<file path="src/rtl/icache_fill_ctrl.sv">
// rtl/icache_fill_ctrl.sv - instruction cache miss refill controller (request, beat collection, line write)
// Optional ICACHE_FILL_PERF_EN adds saturating miss and stall-cycle counters.
module icache_fill_ctrl #(
  parameter int ADDR_WIDTH  = 64,
  parameter int BLOCK_WIDTH = 512,
  parameter int MEM_DATA_W  = 32
) (
  input  logic                   clk,
  input  logic                   arst,
  input  logic                   i_fetch_req,
  input  logic [ADDR_WIDTH-1:0]  i_fetch_addr,
  input  logic                   i_hit,
  input  logic                   i_instr_addr_ma,
  output logic [ADDR_WIDTH-1:0]  o_cache_addr,
  output logic                   o_cache_we,
  output logic [BLOCK_WIDTH-1:0] o_cache_line,
  output logic                   o_stall,
  output logic                   o_mem_req_valid,
  input  logic                   i_mem_req_ready,
  output logic [ADDR_WIDTH-1:0]  o_mem_addr,
  input  logic                   i_mem_rvalid,
  input  logic [MEM_DATA_W-1:0]  i_mem_rdata
`ifdef ICACHE_FILL_PERF_EN
  ,
  output logic [31:0]            o_miss_count,
  output logic [31:0]            o_stall_cycles
`endif
);

  localparam int BEATS      = BLOCK_WIDTH / MEM_DATA_W;
  localparam int CNT_W      = (BEATS > 1) ? $clog2(BEATS) : 1;
  localparam int LINE_OFF_W = $clog2(BLOCK_WIDTH / 8);

  typedef enum logic [1:0] {IDLE, REQ, FILL, WRITE} state_t;

  state_t                                 state_q, state_d;
  logic [CNT_W-1:0]                       cnt_q;
  logic [ADDR_WIDTH-1:0]                  addr_q;
  logic [BEATS-1:0][MEM_DATA_W-1:0]       line_q;
  logic                                   miss;
  logic                                   beat;

  assign miss = i_fetch_req & ~i_hit & ~i_instr_addr_ma;
  assign beat = (state_q == FILL) & i_mem_rvalid;

  always_ff @(posedge clk or posedge arst) begin
    if (arst) begin
      state_q <= IDLE;
      cnt_q   <= '0;
      addr_q  <= '0;
    end else begin
      state_q <= state_d;
      if (state_q == IDLE && miss)
        addr_q <= {i_fetch_addr[ADDR_WIDTH-1:LINE_OFF_W], {LINE_OFF_W{1'b0}}};
      if (state_q == REQ && i_mem_req_ready)
        cnt_q <= '0;
      else if (beat)
        cnt_q <= cnt_q + 1'b1;
    end
  end

  // Line buffer carries no reset: a partial line is simply never written out.
  always_ff @(posedge clk) begin
    if (beat)
      line_q[cnt_q] <= i_mem_rdata;
  end

  always_comb begin
    state_d         = state_q;
    o_cache_addr    = i_fetch_addr;
    o_cache_we      = 1'b0;
    o_mem_req_valid = 1'b0;
    case (state_q)
      IDLE: begin
        if (miss)
          state_d = REQ;
      end
      REQ: begin
        o_mem_req_valid = 1'b1;
        if (i_mem_req_ready)
          state_d = FILL;
      end
      FILL: begin
        if (beat && cnt_q == CNT_W'(BEATS - 1))
          state_d = WRITE;
      end
      WRITE: begin
        o_cache_we   = 1'b1;
        o_cache_addr = addr_q;
        state_d      = IDLE;
      end
      default: state_d = IDLE;
    endcase
  end

  assign o_mem_addr   = addr_q;
  assign o_cache_line = line_q;
  assign o_stall      = (state_q != IDLE) | miss;

`ifdef ICACHE_FILL_PERF_EN
  always_ff @(posedge clk or posedge arst) begin
    if (arst) begin
      o_miss_count   <= '0;
      o_stall_cycles <= '0;
    end else begin
      if (state_q == IDLE && miss && o_miss_count != 32'hFFFF_FFFF)
        o_miss_count <= o_miss_count + 1'b1;
      if (o_stall && o_stall_cycles != 32'hFFFF_FFFF)
        o_stall_cycles <= o_stall_cycles + 1'b1;
    end
  end
`endif

endmodule

</file>
<file path="config.mk">
export PLATFORM = sky130hd
export DESIGN_NAME = icache_fill_ctrl
export DESIGN_NICKNAME = d
export VERILOG_FILES = /design/src/rtl/icache_fill_ctrl.sv
export SDC_FILE = /design/constraint.sdc
export NUM_CORES = 1
export LEC_CHECK = 0
export CORE_AREA = 2 2 290 292
export CTS_CLUSTER_DIAMETER = 200
export DETAILED_ROUTE_END_ITERATION = 7
export DIE_AREA = 0 0 292 294
export GPL_ROUTABILITY_DRIVEN = 0
export GPL_TIMING_DRIVEN = 0
export RECOVER_POWER = 25
export REMOVE_ABC_BUFFERS = 1
export SETUP_SLACK_MARGIN = 0.1
export SYNTH_ARGS = -nofsm -noshare
export SYNTH_HDL_FRONTEND = slang
export SYNTH_SLANG_ARGS = --single-unit
</file>
<file path="constraint.sdc">
create_clock -name clk -period 3.45 [get_ports clk]
set_input_delay 0.69 -clock clk [delete_from_list [all_inputs] [get_ports clk]]
set_output_delay 0.69 -clock clk [all_outputs]
set_load 0.005 [all_outputs]
</file>
### Yosys cells after proc, flatten, opt, wreduce, memory -nomap -nowiden

Cells that the tools add are included.

| storage, ports and cells | value |
|---|---|
| register bits | 576 |
| latch bits | 0 |
| bits in writable memories | 0 |
| bits in read-only memories | 0 |
| bits of input ports | 103 |
| output and inout port bits | 643 |
| word-level logic and storage cells | 55 |
| memories | 0 |

| cells by class | value |
|---|---|
| add/subtract/negate cells | 1 |
| multipliers | 0 |
| div/mod/pow operators | 0 |
| magnitude comparators | 2 |
| equal/unequal tests | 7 |
| shift-type cells | 0 |
| mux-type cells | 12 |
| bitwise operators | 6 |
| reductions and logical operators | 8 |

Operator list:

| kind | count |
|---|---|
| 512-bit bitwise mux | 1 |
| 32-bit demux with 4-bit select | 1 |
| 64-bit 2-to-1 mux | 1 |
| 32-bit 2-to-1 mux | 1 |
| 4-bit 2-to-1 mux | 2 |
| 2-bit one-hot mux with 4 select lines | 1 |
| 2-bit 2-to-1 mux | 3 |
| 4-bit by 5-bit less-than comparator with 1-bit output, second input constant | 1 |
| 4-bit by 1-bit adder with 4-bit output, second input constant | 1 |
| 2-bit == test, second input constant | 2 |
| 4-bit == test, second input constant | 1 |
| 4-bit by 1-bit greater-or-equal comparator with 1-bit output, second input constant | 1 |
| 1-bit logical AND | 4 |
| 2-bit inequality test, second input constant | 2 |
| 2-bit nonzero test | 2 |
| 1-bit AND | 3 |
| 3-bit AND reduction | 1 |
| 2-bit by 1-bit == test with 1-bit output, second input constant | 1 |
| 2-bit zero test | 1 |
| 1-bit 2-to-1 mux | 2 |
| 2-bit by 1-bit inequality test with 1-bit output, second input constant | 1 |
| 1-bit NOT | 2 |
| 1-bit OR | 1 |

### Logic depth before layout (Yosys ltp)

| depth | value |
|---|---|
| depth after elaboration | 5 |
| mapped depth | 7 |
| mapped depth without buffers | 6 |

### Least setup slack after synthesis

OpenSTA, ideal clock, no wires.

| path | value |
|---|---|
| path kind | input port to flip-flop |
| from | input i_mem_rvalid |
| to | register line_q, in the netlist o_cache_line[100], enable pin |
| library setup time | 0.461 ns |
| arrival | 3.298 ns |
| required time | 2.989 ns |
| setup slack | -0.310 ns |
| stages on the path | 4 |
| path buffers | 1 |
| cells stage by stage | and2_1 -> buf_2 -> nand2_1 -> nor3_1 |

| between the ends | value |
|---|---|
| cells in the longest elaborated chain, start to end | 1 |

Ends and longest elaborated chain:

| element | line | source |
|---|---|---|
| start: declaration | 21 | `input logic i_mem_rvalid,` |
| 1-bit AND | 44 | `assign beat = (state_q == FILL) & i_mem_rvalid;` |
| end signal: indexed assignment | 65 | `line_q[cnt_q] <= i_mem_rdata;` |
| end: declaration | 39 | `logic [BEATS-1:0][MEM_DATA_W-1:0] line_q;` |

Every way passes these cells.
A chain may end at the register's enable or synchronous reset.

### Worst setup path in the final report

| path | value |
|---|---|
| from | register state_q[1] |
| to | output o_cache_addr[47] |

| between the ends | value |
|---|---|
| cells in the longest elaborated chain, start to end | 2 |

Ends and longest elaborated chain:

| element | line | source |
|---|---|---|
| start: declaration | 36 | `state_t state_q, state_d;` |
| start signal: assignment | 52 | `state_q <= state_d;` |
| 2-bit == test | 73 | `case (state_q)` |
| 64-bit 2-to-1 mux | 73 |  |
| end: declaration | 14 | `output logic [ADDR_WIDTH-1:0] o_cache_addr,` |

Every way passes these cells.

==> impl_metrics.csv <==
group,metric,value,unit
place,io_buffers,739,
clock_network,cts_tree,"yes",
pwr,irDropWorstVdd,394,uV
timing,rsz0062_at_grt,"false",
synthesis,avgSynthCellArea,24.2,sq um
detailed_routing,dr_wl_met2,32300,um
clock_network,cts_setup_buffers,0,
detailed_routing,first_pass_iters,4,
status,violations,"capacitance limit, slew limit",
cells_and_area,insertedDiodeCount,0,
pwr,p_sw,4320,uW
grt,grt_max_degree,66,
floorplanning,die_area,0.0858,sq mm
detailed_routing,drc,0,
detailed_routing,drtIter0Drc,609,
timing,finalClockSkew,0.0115,ns
timing,slew_violations,62,
pwr,p_leak,0.0101,uW
clock_network,post_cts_resized,0,
synthesis,syn_area,0.0188,sq mm
critical_path,start_kind,"flop",
cells_and_area,fillers,7660,
cells_and_area,multi_input_area,0.00183,sq mm
synthesis,ys_seq_area_share,90.1,%
grt,grt_overflow,0,
pwr,swShare,24.0,%
job,drv_cap,1,
clock_network,cts_hold_buffers,0,
detailed_routing,vias,10915,
timing,finalSetupTns,0,ns
floorplanning,placementRows,106,
cells_and_area,seqCellArea,0.0170,sq mm
floorplanning,die_w,292,um
min_path,min_path_type,"input port to asynchronous set/reset pin",
critical_path,worst_ep_arrival_time,2.49,ns
cells_and_area,fin_cells,2721,
critical_path,path_max_fanout,65,
grt,grt_pass1_vias,11155,
critical_path,critPathRequiredTime,2.76,ns
timing,setup_viol,0,
grt,grt_pass1_wl,85200,um
floorplanning,die_y,294,um
synthesis,yosys_warnings,0,
timing,slew_headroom,-14.5,%
clock_network,htreeDepth,2,
timing,hold_viol_final,0,
floorplanning,io_pins,746,
pwr,p_clk_share,33.8,%
timing,finalCritPeriodShare,92.3,%
clock_network,clk_pin_slew,0.06,ns
detailed_routing,route.met3.wl,5160,um
clock_network,cts_sinks,576,
detailed_routing,ant_nets,0,
status,status,"finished, violations left",
timing,fin_crit,3.18,ns
clock_network,clock-root-buffer,"clkbuf_16",
floorplanning,start_util,22.7,%
detailed_routing,wl_per_cell,23.0,um
critical_path,end_kind,"output pin",
pwr,power_frac_seq,47.4,%
synthesis,synth_cells,777,
timing,worstMarginPinSlew,1.72,ns
cells_and_area,layout_commonest_cell,"clkdlybuf4s50_1",
clock_network,clockBufferDepth,3,
synthesis,ys_types,28,
pwr,p_comb_share,18.8,%
cells_and_area,final_cell_mix,"clkdlybuf4s50_1, edfxtp_1, mux2_2, dfrtp_1, clkbuf_16",
grt,antenna_found_initial,1,
clock_network,cts_buffers,58,
timing,fin_hold_ws,0.441,ns
synthesis,synth-seq-cells,576,
detailed_routing,top_layer_used,"met4",
cells_and_area,layout-area-overhead-vs-synth,59.0,%
place,place_inst,2614,
pwr,cell_internal_pwr,13700,uW
floorplanning,core_area,0.0829,sq mm
place,dp_hpwl,46000,um
critical_path,critical_path_class,"flop to output pin",
detailed_routing,wl,62600,um
pwr,power_density,600,mW/mm^2
clock_network,clock_latency,0.61,ns
cells_and_area,nNetsFinal,1705,
grt,track_usage,13.9,%
detailed_routing,drt-met1-wl,23100,um
timing,max_freq,314,MHz
detailed_routing,vias_per_cell,4.01,
cells_and_area,drive_gt1_share,13.9,%
## sequential cells by signal, indices dropped and copies added (netlist names)
| signal | cells |
|---|---|
| o_cache_line | 512 |
| o_mem_addr | 58 |
| cnt_q | 4 |
| state_q | 2 |
## final cells by class
| class | count | share of cell area, % |
|---|---|---|
| Sequential cell | 576 | 56.7 |
| Timing Repair Buffer | 774 | 26.5 |
| Multi-Input combinational cell | 179 | 6.12 |
| Clock buffer | 84 | 5.34 |
| Tap cell | 1080 | 4.51 |
| Clock inverter | 23 | 0.781 |
| Inverter | 5 | 0.0668 |
## layer usage
metal / global-route usage [%] / vias up
li1: - / 4688
met1: 15.5 / 5465
met4: 5.31 / 0
met3: 4.04 / 105
met5: 0 / -
met2: 24.9 / 657
## power groups by stage
stage	Sequential, uW	Combinational (uW)	Clock [uW]
global placement	8670	3310	0
floorplan	8620	1010	0
finish	8520	3370	6080
CTS	8520	3470	6240
detailed placement	8660	3440	0
global route	8580	3580	6540
## critical path: stages, from the launching register on
cell	delay (ns)
dfrtp_1	0.43
ha_4	0.18
buf_16	0.24
mux2_2	0.43
clkdlybuf4s50_1	0.48
## stage by stage
| stage | setup slack, ns | total power (uW) | cell area, sq um | util (%) |
|---|---|---|---|---|
| 6_report | 0.267 | 18000 | 30000 | 36.1 |
| 3_5_place_dp | 0.100 | 12100 | 28100 | 34.0 |
| 3_3_place_gp | -5.19 | 12000 | 27500 | 33.1 |
| 2_1_floorplan | -0.322 | 9630 | 18700 | - |
| 4_1_cts | 0.240 | 18200 | 30000 | 36.2 |
| 5_1_grt | 0.191 | 18700 | 30000 | 36.1 |
## cell families (layout without fill, tap and decap cells)
family | Yosys count | after routing | synth area share (%)
XOR/XNOR | 3 | 3 | 0.140
AND/OR/NAND/NOR | 37 | 37 | 1.05
AO/OA/AOI/OAI | 7 | 7 | 0.199
buffers and inverters | 27 | 886 | 0.897
adder cells (fa/ha/maj) | 8 | 8 | 0.531
other | 1 | 6 | 0.0199
multiplexers | 118 | 118 | 7.05
flip-flops | 576 | 576 | 90.1
## cell usage after synthesis (all sizes together)
cell / instances / area [sq um]
edfxtp: 512 / 15400
mux2: 117 / 1320
dfrtp: 64 / 1600
buf: 21 / 146
nor2: 13 / 48.8
ha: 8 / 100
nand2: 6 / 22.5
nor2b: 6 / 37.5
inv: 5 / 18.8
a21oi: 4 / 20.0
nand2b: 4 / 32.5
nor3: 4 / 20.0
o21ai: 2 / 10.0
xor2: 2 / 17.5
a22oi: 1 / 7.51
and2: 1 / 6.26
clkbuf: 1 / 3.75
conb: 1 / 3.75
mux2i: 1 / 10.0
nand3: 1 / 5.00
nand4: 1 / 6.26
nor3b: 1 / 18.8
xnor2: 1 / 8.76
## final timing paths
path | from | to | slack (ns) | depth (start not counted)
min in group clk | o_mem_addr[38]$_DFFE_PP0P_ | o_mem_addr[38]$_DFFE_PP0P_ | 0.51 | 1
max in group asynchronous | arst | o_mem_addr[11]$_DFFE_PP0P_ | 1.13 | 3
hold reg to reg | o_mem_addr[38]$_DFFE_PP0P_ | o_mem_addr[38]$_DFFE_PP0P_ | 0.51 | 1
setup / recovery | state_q[1]$_DFFE_PP0P_ | o_cache_addr[47] | 0.27 | 4
setup reg to reg | state_q[0]$_DFFE_PP0P_ | o_cache_line[63]$_DFFE_PP_ | 0.54 | 9
hold / removal | arst | o_mem_addr[49]$_DFFE_PP0P_ | 0.44 | 2
(Power assumes the default switching activity.)
